==> src/rtl/pc_fetch_unit.sv <==
// Registered next-PC unit: owns the PC, issues fetch requests with valid/ready,
// and parks redirects that arrive while a request is being back-pressured.
module pc_fetch_unit #(
  parameter int               XLEN         = 32,
  parameter logic [XLEN-1:0]  RESET_VECTOR = '0,
  parameter int               BOOT_DELAY   = 4
) (
  input  logic            clk,
  input  logic            rst,
  input  logic            stall,
  input  logic [1:0]      PCSrc,
  input  logic [XLEN-1:0] PCImm,
  input  logic [XLEN-1:0] ALUres,
  input  logic [XLEN-1:0] TrapVec,
  input  logic            fetch_ready,
  output logic            fetch_valid,
  output logic [XLEN-1:0] PC,
  output logic [XLEN-1:0] PCplus4,
  output logic            misalign,
  output logic [XLEN-1:0] fetch_count
);

  localparam int CW = $clog2(BOOT_DELAY) + 1;

  typedef enum logic [1:0] {BOOT, RUN, HOLD} state_t;

  state_t          state_reg;
  logic [CW-1:0]   boot_cnt_reg;
  logic [XLEN-1:0] pc_reg;
  logic [XLEN-1:0] pending_reg;
  logic [XLEN-1:0] count_reg;
  logic            valid_reg;
  logic            misalign_reg;

  logic            redirect;
  logic            target_bad;
  logic [XLEN-1:0] target_raw;
  logic [XLEN-1:0] target;
  logic            unused_alu_bit;

  assign unused_alu_bit = ALUres[0];

  // Only branch/JAL and JALR targets are alignment-checked; a bad one is
  // replaced by the trap vector so the core fetches the handler instead.
  always_comb begin
    target_raw = PCImm;
    case (PCSrc)
      2'b01:   target_raw = PCImm;
      2'b10:   target_raw = {ALUres[XLEN-1:1], 1'b0};
      2'b11:   target_raw = TrapVec;
      default: target_raw = PCImm;
    endcase
    redirect   = (PCSrc != 2'b00);
    target_bad = ((PCSrc == 2'b01) || (PCSrc == 2'b10)) && target_raw[1];
    target     = target_bad ? TrapVec : target_raw;
  end

  always_ff @(posedge clk) begin
    if (rst) begin
      state_reg    <= BOOT;
      boot_cnt_reg <= CW'(BOOT_DELAY - 1);
      pc_reg       <= RESET_VECTOR;
      pending_reg  <= '0;
      count_reg    <= '0;
      valid_reg    <= 1'b0;
      misalign_reg <= 1'b0;
    end else begin
      misalign_reg <= 1'b0;
      if (valid_reg && fetch_ready) begin
        count_reg <= count_reg + XLEN'(1);
      end
      case (state_reg)
        BOOT: begin
          if (boot_cnt_reg == '0) begin
            state_reg <= RUN;
            valid_reg <= 1'b1;
          end else begin
            boot_cnt_reg <= boot_cnt_reg - CW'(1);
          end
        end
        RUN: begin
          if (redirect) begin
            misalign_reg <= target_bad;
            if (fetch_ready || !valid_reg) begin
              pc_reg <= target;
            end else begin
              // Request is being held by imem: park the target, keep PC stable.
              pending_reg <= target;
              state_reg   <= HOLD;
            end
          end else if (fetch_ready && !stall) begin
            pc_reg <= pc_reg + XLEN'(4);
          end
        end
        HOLD: begin
          if (redirect) begin
            misalign_reg <= target_bad;
          end
          if (fetch_ready) begin
            pc_reg    <= redirect ? target : pending_reg;
            state_reg <= RUN;
          end else if (redirect) begin
            pending_reg <= target;
          end
        end
        default: begin
          state_reg <= BOOT;
          valid_reg <= 1'b0;
        end
      endcase
    end
  end

  assign fetch_valid = valid_reg;
  assign PC          = pc_reg;
  assign PCplus4     = pc_reg + XLEN'(4);
  assign misalign    = misalign_reg;
  assign fetch_count = count_reg;

endmodule

==> config.mk <==
export PLATFORM = sky130hd
export DESIGN_NAME = pc_fetch_unit
export DESIGN_NICKNAME = d
export VERILOG_FILES = /design/src/rtl/pc_fetch_unit.sv
export SDC_FILE = /design/constraint.sdc
export NUM_CORES = 1
export LEC_CHECK = 0
export ABC_AREA = 1
export CORE_MARGIN = 2
export CORE_UTILIZATION = 40
export DETAILED_ROUTE_END_ITERATION = 12
export PLACE_DENSITY_LB_ADDON = 0.08
export SKIP_CTS_REPAIR_TIMING = 1
export SYNTH_ARGS = -nofsm -noshare
export SYNTH_HDL_FRONTEND = slang
export SYNTH_SLANG_ARGS = --single-unit
export TNS_END_PERCENT = 10
==> constraint.sdc <==
create_clock -name clk -period 5.95 [get_ports clk]
set_input_delay 1.785 -clock clk [delete_from_list [all_inputs] [get_ports clk]]
set_output_delay 1.785 -clock clk [all_outputs]
set_load 0.01 [all_outputs]
==> summary.txt, run 1 <==
Status
  – Run status: finished, final reports clean

Setup path
  – Buf/Inv on CP: 2
  – R2R cell count: 9
  – WP data arrival: 5530 ps
  – Max incr delay on CP: 960 ps
  – Crit Path Class: in -> reg
  – Crit path cell chain: clkdlybuf4s50_1 > ha_1 > nor2_2 > nand2_1 > nand2_2 > nand2_2 > nand2_1 > nand2_1 > nand2_1 > nand2_1 > nand2_1 > nand2_1 > o21ai_1 > inv_1
  – Family with the most delay on the worst path: simple AND/OR/NAND/NOR gates
  – Worst-path fanout max: 33
  – CP required: 6210 ps
  – Crit-path slowest cell: nor2_2
  – Crit. path cell count: 14
  – Most frequent CP cell: nand2_1
  – Critical Path End Type: register
  – Startpoint types: input pin

Placed design
  – Final HPWL DP: 18500 um
  – Gpl congestion: 0.915
  – Port Buffers: 198

GRT
  – Vias in the first global route: 7668
  – First-pass GRT wire length: 40000 um
  – Initial antenna violation count: 0
  – Global Route Usage Sum: 0.253
  – Remaining Overflow, GRT: 0
  – Pin count of the biggest net entering global routing: 61

STA
  – Fin. Hold Viols: 0
  – Clock skew: 10.4 ps
  – Min Tclk post-route: 5270 ps
  – Slew @ Worst Pin: 1250 ps
  – Slew margin rel.: 0.163
  – Max frequency: 0.190 GHz
  – RSZ-0062 raised after global routing: no
  – Number of setup violations in the final report: 0
  – Max Slew Vio Count: 0
  – Period Utilization, post-route: 0.885
  – Setup TNS: 0 ps

Drt
  – Antenna Nets Post-Route: 0
  – Final routed DRC violation total: 0
  – 1st-pass router iterations: 5
  – WL/cell: 15.0 um
  – Total number of vias: 8710
  – DR iter-0 viols: 745
  – Via/cell ratio: 5.13
  – Total Routed Length: 25500 um

Synthesis
  – Top cells by count, synth: nand2_1, a21oi_1, inv_1, dfxtp_1, nand3_1
  – Leading area contributor after synthesis: dfxtp_1
  – Synth async-reset ratio: 0
  – Dominant synthesized flop cell: dfxtp_1
  – Largest cells by area after synthesis: dfxtp_1, nand2_1, a21oi_1, nand3_1, inv_1
  – Post-synth EDFFs: 0
  – Cell variety after synth: 38
  – Post-Syn Instances: 1309
  – Most common cell in the synthesized netlist: nand2_1
  – Synthesized area per cell: 5.69 sq um
  – Synth top area share: 0.277
  – YS warnings: 0
  – Seq/Total Area, Yosys: 0.277
  – Synthesized area: 0.00745 sq mm
  – Synth Register Bits: 103
  – Net count after synthesis: 1421

Power and ir drop
  – Maximum VDD drop: 0.000199 V
  – Power, Total: 3.48 mW
  – LEAKAGE: 4.09 nW
  – Pwr/cell area: 354 mW/mm^2

Final layout
  – Layout net count: 1576
  – Filler cells: 1897
  – Area Growth Syn to Fin: 31.7%
  – Layout cells sized above 1: 0.0388
  – Antenna diodes: 0

Clock tree
  – TritonCTS Sinks: 103
  – Clock Path Buffers: 2
  – Clock slew at reported path FFs: 80 ps
  – CTS HTree Levels: 3
  – CTS tree: built
  – CTS Buf Count: 9
  – Clock insertion delay at the later pin of the skew report: 370 ps
  – Root buf cell: clkbuf_16

Flow run
  – Max-Cap Viols: 0

Die
  – Initial core utilization: 0.411
  – Site Rows: 49
  – Die Area: 0.0197 sq mm
  – Boundary Pins: 200
  – Core box area: 0.0181 sq mm
  – DIE HEIGHT: 141 um
  – Chip Width: 141 um

Worst hold path
  – Min-Delay Path Depth: 2
  – Worst hold path type: reg -> reg
-- worst register-to-register path: cells and delay by family, from the launching register on --
| family | cells | cell delay [ps] |
|---|---|---|
| flip-flops | 1 | 330 |
| buffers and inverters | 5 | 1420 |
| adder cells (fa/ha/maj) | 1 | 220 |
| AO/OA/AOI/OAI | 3 | 800 |
-- where the power goes --
group | internal (mW) | total (mW) | switching [mW]
combinational | 0.730 | 1.76 | 1.03
clock | 0.331 | 0.627 | 0.295
sequential | 0.890 | 1.09 | 0.202
total | 1.95 | 3.48 | 1.53
-- cell type report --
cell class / count / area (sq um) / area share
clock buffer: 9 / 225 / 0.0229
clock inverter: 7 / 77.6 / 0.00790
inverter: 115 / 432 / 0.0440
multi-input combinational: 1026 / 4670 / 0.476
sequential: 103 / 2060 / 0.210
tap: 229 / 287 / 0.0292
timing repair buffer: 209 / 2060 / 0.210
-- worst paths after layout --
check             slack (ps)                    startpoint                            to
setup / recovery         680                      PCSrc[1]           PC[12]$_SDFFE_PP0P_
hold / removal           470  boot_cnt_reg[1]$_SDFFE_PP1P_  boot_cnt_reg[1]$_SDFFE_PP1P_
setup reg to reg        3070     state_reg[0]$_SDFFE_PP0P_           PC[28]$_SDFFE_PP0P_
hold reg to reg          470  boot_cnt_reg[1]$_SDFFE_PP1P_  boot_cnt_reg[1]$_SDFFE_PP1P_
-- placed cells by master, fill, tap and decap left out, types with 2 or more instances in the layout --
cell type | netlist | routed
o21ai_1 | 7 | 7
clkdlybuf4s50_1 | 0 | 198
nand2_2 | 9 | 9
xor2_1 | 16 | 16
nor2_4 | 5 | 5
inv_2 | 4 | 4
nand2_1 | 514 | 514
o21ai_0 | 76 | 76
a31oi_1 | 2 | 2
inv_6 | 0 | 3
inv_1 | 110 | 110
nor2_2 | 8 | 8
nor2_1 | 90 | 90
nand3b_1 | 5 | 5
nor3_1 | 17 | 17
and2_1 | 9 | 9
a211oi_1 | 2 | 2
xnor2_1 | 2 | 2
nand4_1 | 6 | 6
ha_1 | 10 | 9
and3_1 | 2 | 2
nand3_1 | 99 | 99
buf_4 | 4 | 11
clkbuf_16 | 0 | 9
a21oi_1 | 134 | 134
a22o_1 | 5 | 5
dfxtp_1 | 103 | 103
-- kinds of logic after synthesis --
family / after synthesis / share of synthesized area
XOR/XNOR: 18 / 0.0212
AND/OR/NAND/NOR: 765 / 0.424
AO/OA/AOI/OAI: 233 / 0.164
buffers and inverters: 180 / 0.0975
flip-flops: 103 / 0.277
adder cells (fa/ha/maj): 10 / 0.0168
-- routing by layer --
layer	part of all wire	global-route usage
met4	0.010	0.0511
met5	0	0
met3	0.086	0.0701
met1	0.48	0.363
met2	0.42	0.379
-- per-stage QoR --
stage	hold slack (ps)	area [sq um]	setup WS, ps	instances	utilization
final	475	9810	684	1698	0.541
after global routing	503	9810	416	1698	0.541
after CTS	478	9810	672	1698	0.541
after detailed placement	459	9510	294	1682	0.524
after global placement	444	9510	361	1682	0.524
after floorplan	429	7450	2750	1309	-
Power figures use the tool's default switching activity.
==> inputs of run 2 (changes only) <==
clock period = 5.5 ns   (was 5.95 ns; I/O delays follow)
==> run 2 against run 1 <==
Final cell count about the same. First-iteration DRC count down 17%. Register-to-register slack worse by 580 ps. Clock power up 23%. Sequential share of layout area down 0.12 points. Largest power group unchanged. Setup slack better by 540 ps. Clock skew down 1.9 ps. Count of clock-buffer cells in the layout unchanged. Global-route usage about the same.
==> summary.txt, run 2 (synthesis gave the netlist of run 1 again) <==
Drt
  – Via/cell ratio: 5.09 (-0.77%)
  – Post-Route M1 WL: 12200 um (-0.32%)
  – Total Routed Length: 25200 um (-0.99%)
  – Antenna Nets Post-Route: 0 (unchanged)
  – WL/cell: 14.9 um (-1.0%)
  – DR iter-0 viols: 621 (-17%)
  – Met2 Routed Length: 10600 um (-2.1%)
  – Total number of vias: 8648 (-0.71%)
  – 1st-pass router iterations: 5 (unchanged)
  – Wire length on met3: 2270 um (+3.7%)
  – Final routed DRC violation total: 0 (unchanged)
  – Max layer used: met4

STA
  – Slew @ Worst Pin: 1120 ps (-131 ps)
  – Min Tclk post-route: 4270 ps
  – Max Slew Vio Count: 0 (unchanged)
  – Slew margin rel.: 0.250 (+0.0871)
  – Period Utilization, post-route: 0.777
  – Number of setup violations in the final report: 0 (unchanged)
  – PnR worst setup slack: 1230 ps (+542 ps)
  – RSZ-0062 raised after global routing: no
  – Max frequency: 0.234 GHz
  – Fin. Hold Viols: 0 (unchanged)
  – Setup TNS: 0 ps (unchanged)
  – Clock skew: 8.55 ps (-1.87 ps)

GRT
  – Vias in the first global route: 7728 (+0.78%)
  – Global Route Usage Sum: 0.253 (about the same)
  – Initial antenna violation count: 0 (unchanged)
  – Remaining Overflow, GRT: 0 (unchanged)
  – First-pass GRT wire length: 40200 um (+0.46%)
  – Pin count of the biggest net entering global routing: 61 (unchanged)

Die
  – Die Area: 0.0197 sq mm (unchanged)
  – Initial core utilization: 0.411 (unchanged)
  – Core box area: 0.0181 sq mm (unchanged)
  – DIE HEIGHT: 141 um (unchanged)
  – Site Rows: 49 (unchanged)
  – Chip Width: 141 um (unchanged)
  – Boundary Pins: 200 (unchanged)

Setup path
  – Family with the most delay on the worst path: simple AND/OR/NAND/NOR gates
  – Max incr delay on CP: 530 ps (-430 ps)
  – Critical Path End Type: primary output
  – Crit-path slowest cell: clkdlybuf4s50_1
  – Most frequent CP cell: nand2_1
  – Crit Path Class: reg -> out
  – Buf/Inv on CP: 1 (-1)
  – WP data arrival: 2620 ps (-2910 ps)
  – Crit path cell chain: ha_1 > nand2_1 > nor2_1 > nand2_2 > nor2_2 > nand2_1 > nand2_1 > and2_1 > clkdlybuf4s50_1
  – Startpoint types: register
  – Worst-path fanout max: 8 (-76%)
  – CP required: 3850 ps (-2360 ps)

Final layout
  – Final Cell Area: 0.00987 sq mm (+0.56%)
  – Layout cells sized above 1: 0.0395 (+0.000654)
  – Commonest non-fill, non-tap cell in the layout: nand2_1
  – Most frequent cells in the layout: nand2_1, clkdlybuf4s50_1, a21oi_1, inv_1, dfxtp_1
  – Layout net count: 1577 (+0.063%)
  – Antenna diodes: 0 (unchanged)
  – Area Growth Syn to Fin: 32.4%

Power and ir drop
  – Maximum VDD drop: 0.000283 V (+43%)
  – LEAKAGE: 4.12 nW (+0.70%)
  – Power, Total: 3.84 mW (+10%)
  – Pwr/cell area: 389 mW/mm^2 (+9.8%)

Clock tree
  – CTS HTree Levels: 3 (unchanged)
  – Clock Path Buffers: 2 (unchanged)
  – CTS tree: built
  – CTS Buf Count: 9 (unchanged)
  – Clock slew at reported path FFs: 80 ps (about the same)
  – TritonCTS Sinks: 103 (unchanged)
  – Clock insertion delay at the later pin of the skew report: 360 ps (about the same)
  – Root buf cell: clkbuf_16

Placed design
  – Placed inst area: 0.00952 sq mm (about the same)
  – DP Worst Slack: 1030 ps (+736 ps)
  – Port Buffers: 198 (unchanged)
  – Gpl congestion: 0.920 (+0.54%)
  – Final HPWL DP: 18600 um (+0.55%)

Flow run
  – Max-Cap Viols: 0 (unchanged)

Worst hold path
  – Worst hold path type: reg -> reg

Status
  – Run status: finished, final reports clean
## run 2: worst register-to-register path, cell delays in order, from the launching register on
cell	delay (ps)
dfxtp_1	330
inv_1	80
ha_1	230
buf_4	510
clkinv_1	140
buf_4	340
a21oi_4	480
inv_2	370
a21oi_1	310
a21oi_1	90
## run 2: layout make-up
| type | count | area, sq um |
|---|---|---|
| flip-flops and latches | 103 | 2060 |
| multi-input cells | 1026 | 4670 |
| well taps | 229 | 287 |
| repair buffers | 210 | 2070 |
| clock inverters | 7 | 125 |
| inverters | 115 | 432 |
| clock buffers | 9 | 225 |
| fillers | 1878 | 8280 |
## run 2: power breakdown
group	total, mW	internal (mW)	switching [mW]
registers	1.19	0.963	0.222
clock network	0.769	0.451	0.317
logic	1.89	0.788	1.10
## run 2: final timing paths
check                          startpoint                            to  depth (start not counted)  slack, ps
max                    PC[2]$_SDFFE_PP0P_                   PCplus4[26]                          9       1230
min          boot_cnt_reg[1]$_SDFFE_PP1P_  boot_cnt_reg[1]$_SDFFE_PP1P_                          2        480
max reg2reg     state_reg[0]$_SDFFE_PP0P_           PC[24]$_SDFFE_PP0P_                          9       2490
min reg2reg  boot_cnt_reg[1]$_SDFFE_PP1P_  boot_cnt_reg[1]$_SDFFE_PP1P_                          2        480
## run 2: metrics by stage
step	std cells	hold slack, ps	util
after CTS	1699	483	0.544
after global routing	1699	507	0.544
final	1699	477	0.544
after detailed placement	1683	465	0.525
after global placement	1683	440	0.525
after floorplan	1309	429	-
## run 2: routing by layer
metal	GRT usage	vias up
met5	0	-
met4	0.0447	0
met3	0.0708	15
met2	0.375	356
met1	0.369	3770
li1	-	4507
==> inputs of run 3 (changes only) <==
clock period = 3.8 ns   (was 5.5 ns; I/O delays follow)
==> run 3 against run 2 <==
First-iteration DRC count up 6.0%. Final area up 0.79%. Power up 44%. Flip-flop and latch count unchanged. Clock skew down 0.60 ps. Via count up 1.2%. Sequential power up 43%. Critical path type unchanged. Critical endpoint is now PCplus4[28]. Largest cell class unchanged.
==> summary.txt, run 3 (synthesis gave the netlist of run 1 again) <==
Status
  – Run status: finished, final reports clean

GRT
  – Pin count of the biggest net entering global routing: 61 (unchanged)
  – Global Route Usage Sum: 0.252 (-0.000958)
  – Remaining Overflow, GRT: 0 (unchanged)
  – Initial antenna violation count: 0 (unchanged)
  – Vias in the first global route: 7781 (+0.69%)
  – First-pass GRT wire length: 40100 um (-0.29%)

Final layout
  – Area Growth Syn to Fin: 33.5%
  – Final Cell Area: 0.00995 sq mm (+0.79%)
  – Filler cells: 1848 (-1.6%)
  – Antenna diodes: 0 (unchanged)
  – Layout cells sized above 1: 0.0486 (+0.00913)
  – Post-Layout Cell Count: 1711 (+0.71%)
  – Most frequent cells in the layout: nand2_1, clkdlybuf4s50_1, a21oi_1, inv_1, dfxtp_1
  – Commonest non-fill, non-tap cell in the layout: nand2_1
  – Layout net count: 1589 (+0.76%)

STA
  – Setup TNS: 0 ps (unchanged)
  – Max frequency: 0.280 GHz
  – Period Utilization, post-route: 0.941
  – Slew margin rel.: 0.562 (+0.312)
  – Number of setup violations in the final report: 0 (unchanged)
  – Max Slew Vio Count: 0 (unchanged)
  – Min Tclk post-route: 3570 ps
  – Slew @ Worst Pin: 657 ps (-466 ps)
  – Fin. Hold Viols: 0 (unchanged)
  – RSZ-0062 raised after global routing: no
  – PnR worst setup slack: 226 ps (-1000 ps)
  – Clock skew: 7.96 ps (-0.596 ps)

Worst hold path
  – Worst Hold Path EP: boot_cnt_reg[0]$_SDFFE_PP1P_
  – Min-Delay Startpoint: boot_cnt_reg[0]$_SDFFE_PP1P_
  – Min-Delay Path Depth: 2 (unchanged)
  – Worst hold path type: reg -> reg

Clock tree
  – TritonCTS Sinks: 103 (unchanged)
  – Clock slew at reported path FFs: 80 ps (about the same)
  – CTS HTree Levels: 3 (unchanged)
  – Root buf cell: clkbuf_16
  – CTS Buf Count: 9 (unchanged)
  – Clock Path Buffers: 2 (unchanged)
  – Clock insertion delay at the later pin of the skew report: 360 ps (about the same)
  – CTS tree: built

Drt
  – Final routed DRC violation total: 0 (unchanged)
  – WL/cell: 14.7 um (-0.84%)
  – Antenna Nets Post-Route: 0 (unchanged)
  – Total number of vias: 8755 (+1.2%)
  – Total Routed Length: 25200 um (-0.14%)
  – DR iter-0 viols: 658 (+6.0%)
  – Via/cell ratio: 5.12 (+0.53%)
  – 1st-pass router iterations: 6 (+1)

Flow run
  – Max-Cap Viols: 0 (unchanged)

Power and ir drop
  – Int Pwr: 3.17 mW (+44%)
  – Power, Total: 5.54 mW (+44%)
  – Psw: 2.37 mW (+45%)
  – Clk pwr share: 0.189 (-0.011)
  – Maximum VDD drop: 0.000337 V (+19%)
  – Pwr/cell area: 557 mW/mm^2 (+43%)
  – Switch share: 0.428 (+0.00140)
  – Register share of total power: 0.306 (-0.002)
  – LEAKAGE: 4.17 nW (+1.2%)
  – Combinational Power Share: 0.504 (+0.012)

Setup path
  – Startpoint types: register
  – Worst Setup SP: PC[3]$_SDFFE_PP0P_
  – Critical Path End Type: primary output
  – FF-to-FF End: PC[29]$_SDFFE_PP0P_
  – R2R cell count: 8 (-1)
  – Crit path cell chain: ha_1 > nand2_1 > nor2_1 > nand2_2 > nor2_2 > nand3_1 > nand2_1 > clkdlybuf4s50_1
  – Crit Path Class: reg -> out
  – Most frequent CP cell: nand2_1
  – Family with the most delay on the worst path: simple AND/OR/NAND/NOR gates
  – Buf/Inv on CP: 1 (unchanged)
  – Worst reg2reg path startpoint: state_reg[0]$_SDFFE_PP0P_
  – Worst R2R Setup Slack: 1430 ps (-1060 ps)
  – WP data arrival: 2430 ps (-190 ps)
  – Max incr delay on CP: 550 ps (+20 ps)
  – Worst-path fanout max: 8 (unchanged)
  – CP required: 2660 ps (-1190 ps)
  – Crit-path slowest cell: clkdlybuf4s50_1

Die
  – Initial core utilization: 0.411 (unchanged)
  – Core box area: 0.0181 sq mm (unchanged)
  – Boundary Pins: 200 (unchanged)
  – Die Area: 0.0197 sq mm (unchanged)
  – DIE HEIGHT: 141 um (unchanged)
  – Chip Width: 141 um (unchanged)
  – Site Rows: 49 (unchanged)

Placed design
  – Port Buffers: 198 (unchanged)
  – Final HPWL DP: 18800 um (+0.85%)
  – Gpl congestion: 0.917 (-0.35%)
  – Placed insts: 1695 (+0.71%)
  – DP Worst Slack: 425 ps (-605 ps)
  – Placed inst area: 0.00961 sq mm (+0.95%)
run 3: layout make-up:
cell class / instances / area (sq um) / share of cell area
Tap cell: 229 / 287 / 0.0288
Multi-Input combinational cell: 1026 / 4670 / 0.470
Inverter: 115 / 432 / 0.0434
Sequential cell: 103 / 2060 / 0.207
Timing Repair Buffer: 222 / 2160 / 0.217
Clock buffer: 9 / 225 / 0.0226
Clock inverter: 7 / 104 / 0.0104
run 3: worst reg2reg max path, stage by stage (launching register included):
cell	delay (ps)
dfxtp_1	340
inv_1	80
ha_1	170
buf_4	460
clkinv_1	380
a21oi_4	260
inv_2	250
a21oi_1	240
a21oi_1	80
run 3: how the worst max path moves through the flow:
stage / endpoint / depth (start not counted)
after floorplan: PC[23]$_SDFFE_PP0P_ / 12
after global placement: PC[13]$_SDFFE_PP0P_ / 15
after detailed placement: PC[10]$_SDFFE_PP0P_ / 12
after CTS: PCplus4[30] / 8
after global routing: PCplus4[28] / 8
final: PCplus4[28] / 8
run 3: per-stage QoR:
stage	utilization	hold slack, ps
global placement	0.530	445
CTS	0.548	478
finish	0.548	468
global route	0.548	505
floorplan	-	429
detailed placement	0.530	457
run 3: layer usage:
metal / wire length (um) / vias up / GRT usage / share of wire
li1: - / 4529 / - / -
met5: 0 / - / 0 / 0
met4: 331 / 0 / 0.0653 / 0.013
met3: 2310 / 24 / 0.0612 / 0.092
met2: 10800 / 340 / 0.382 / 0.43
met1: 11800 / 3862 / 0.358 / 0.47
run 3: power groups by stage:
| stage | sequential (mW) | clock (mW) | combinational [mW] |
|---|---|---|---|
| finish | 1.70 | 1.05 | 2.79 |
| global route | 1.74 | 1.11 | 3.11 |
| CTS | 1.69 | 1.07 | 2.79 |
| detailed placement | 1.71 | 0 | 2.78 |
| global placement | 1.70 | 0 | 2.76 |
| floorplan | 1.70 | 0 | 1.56 |
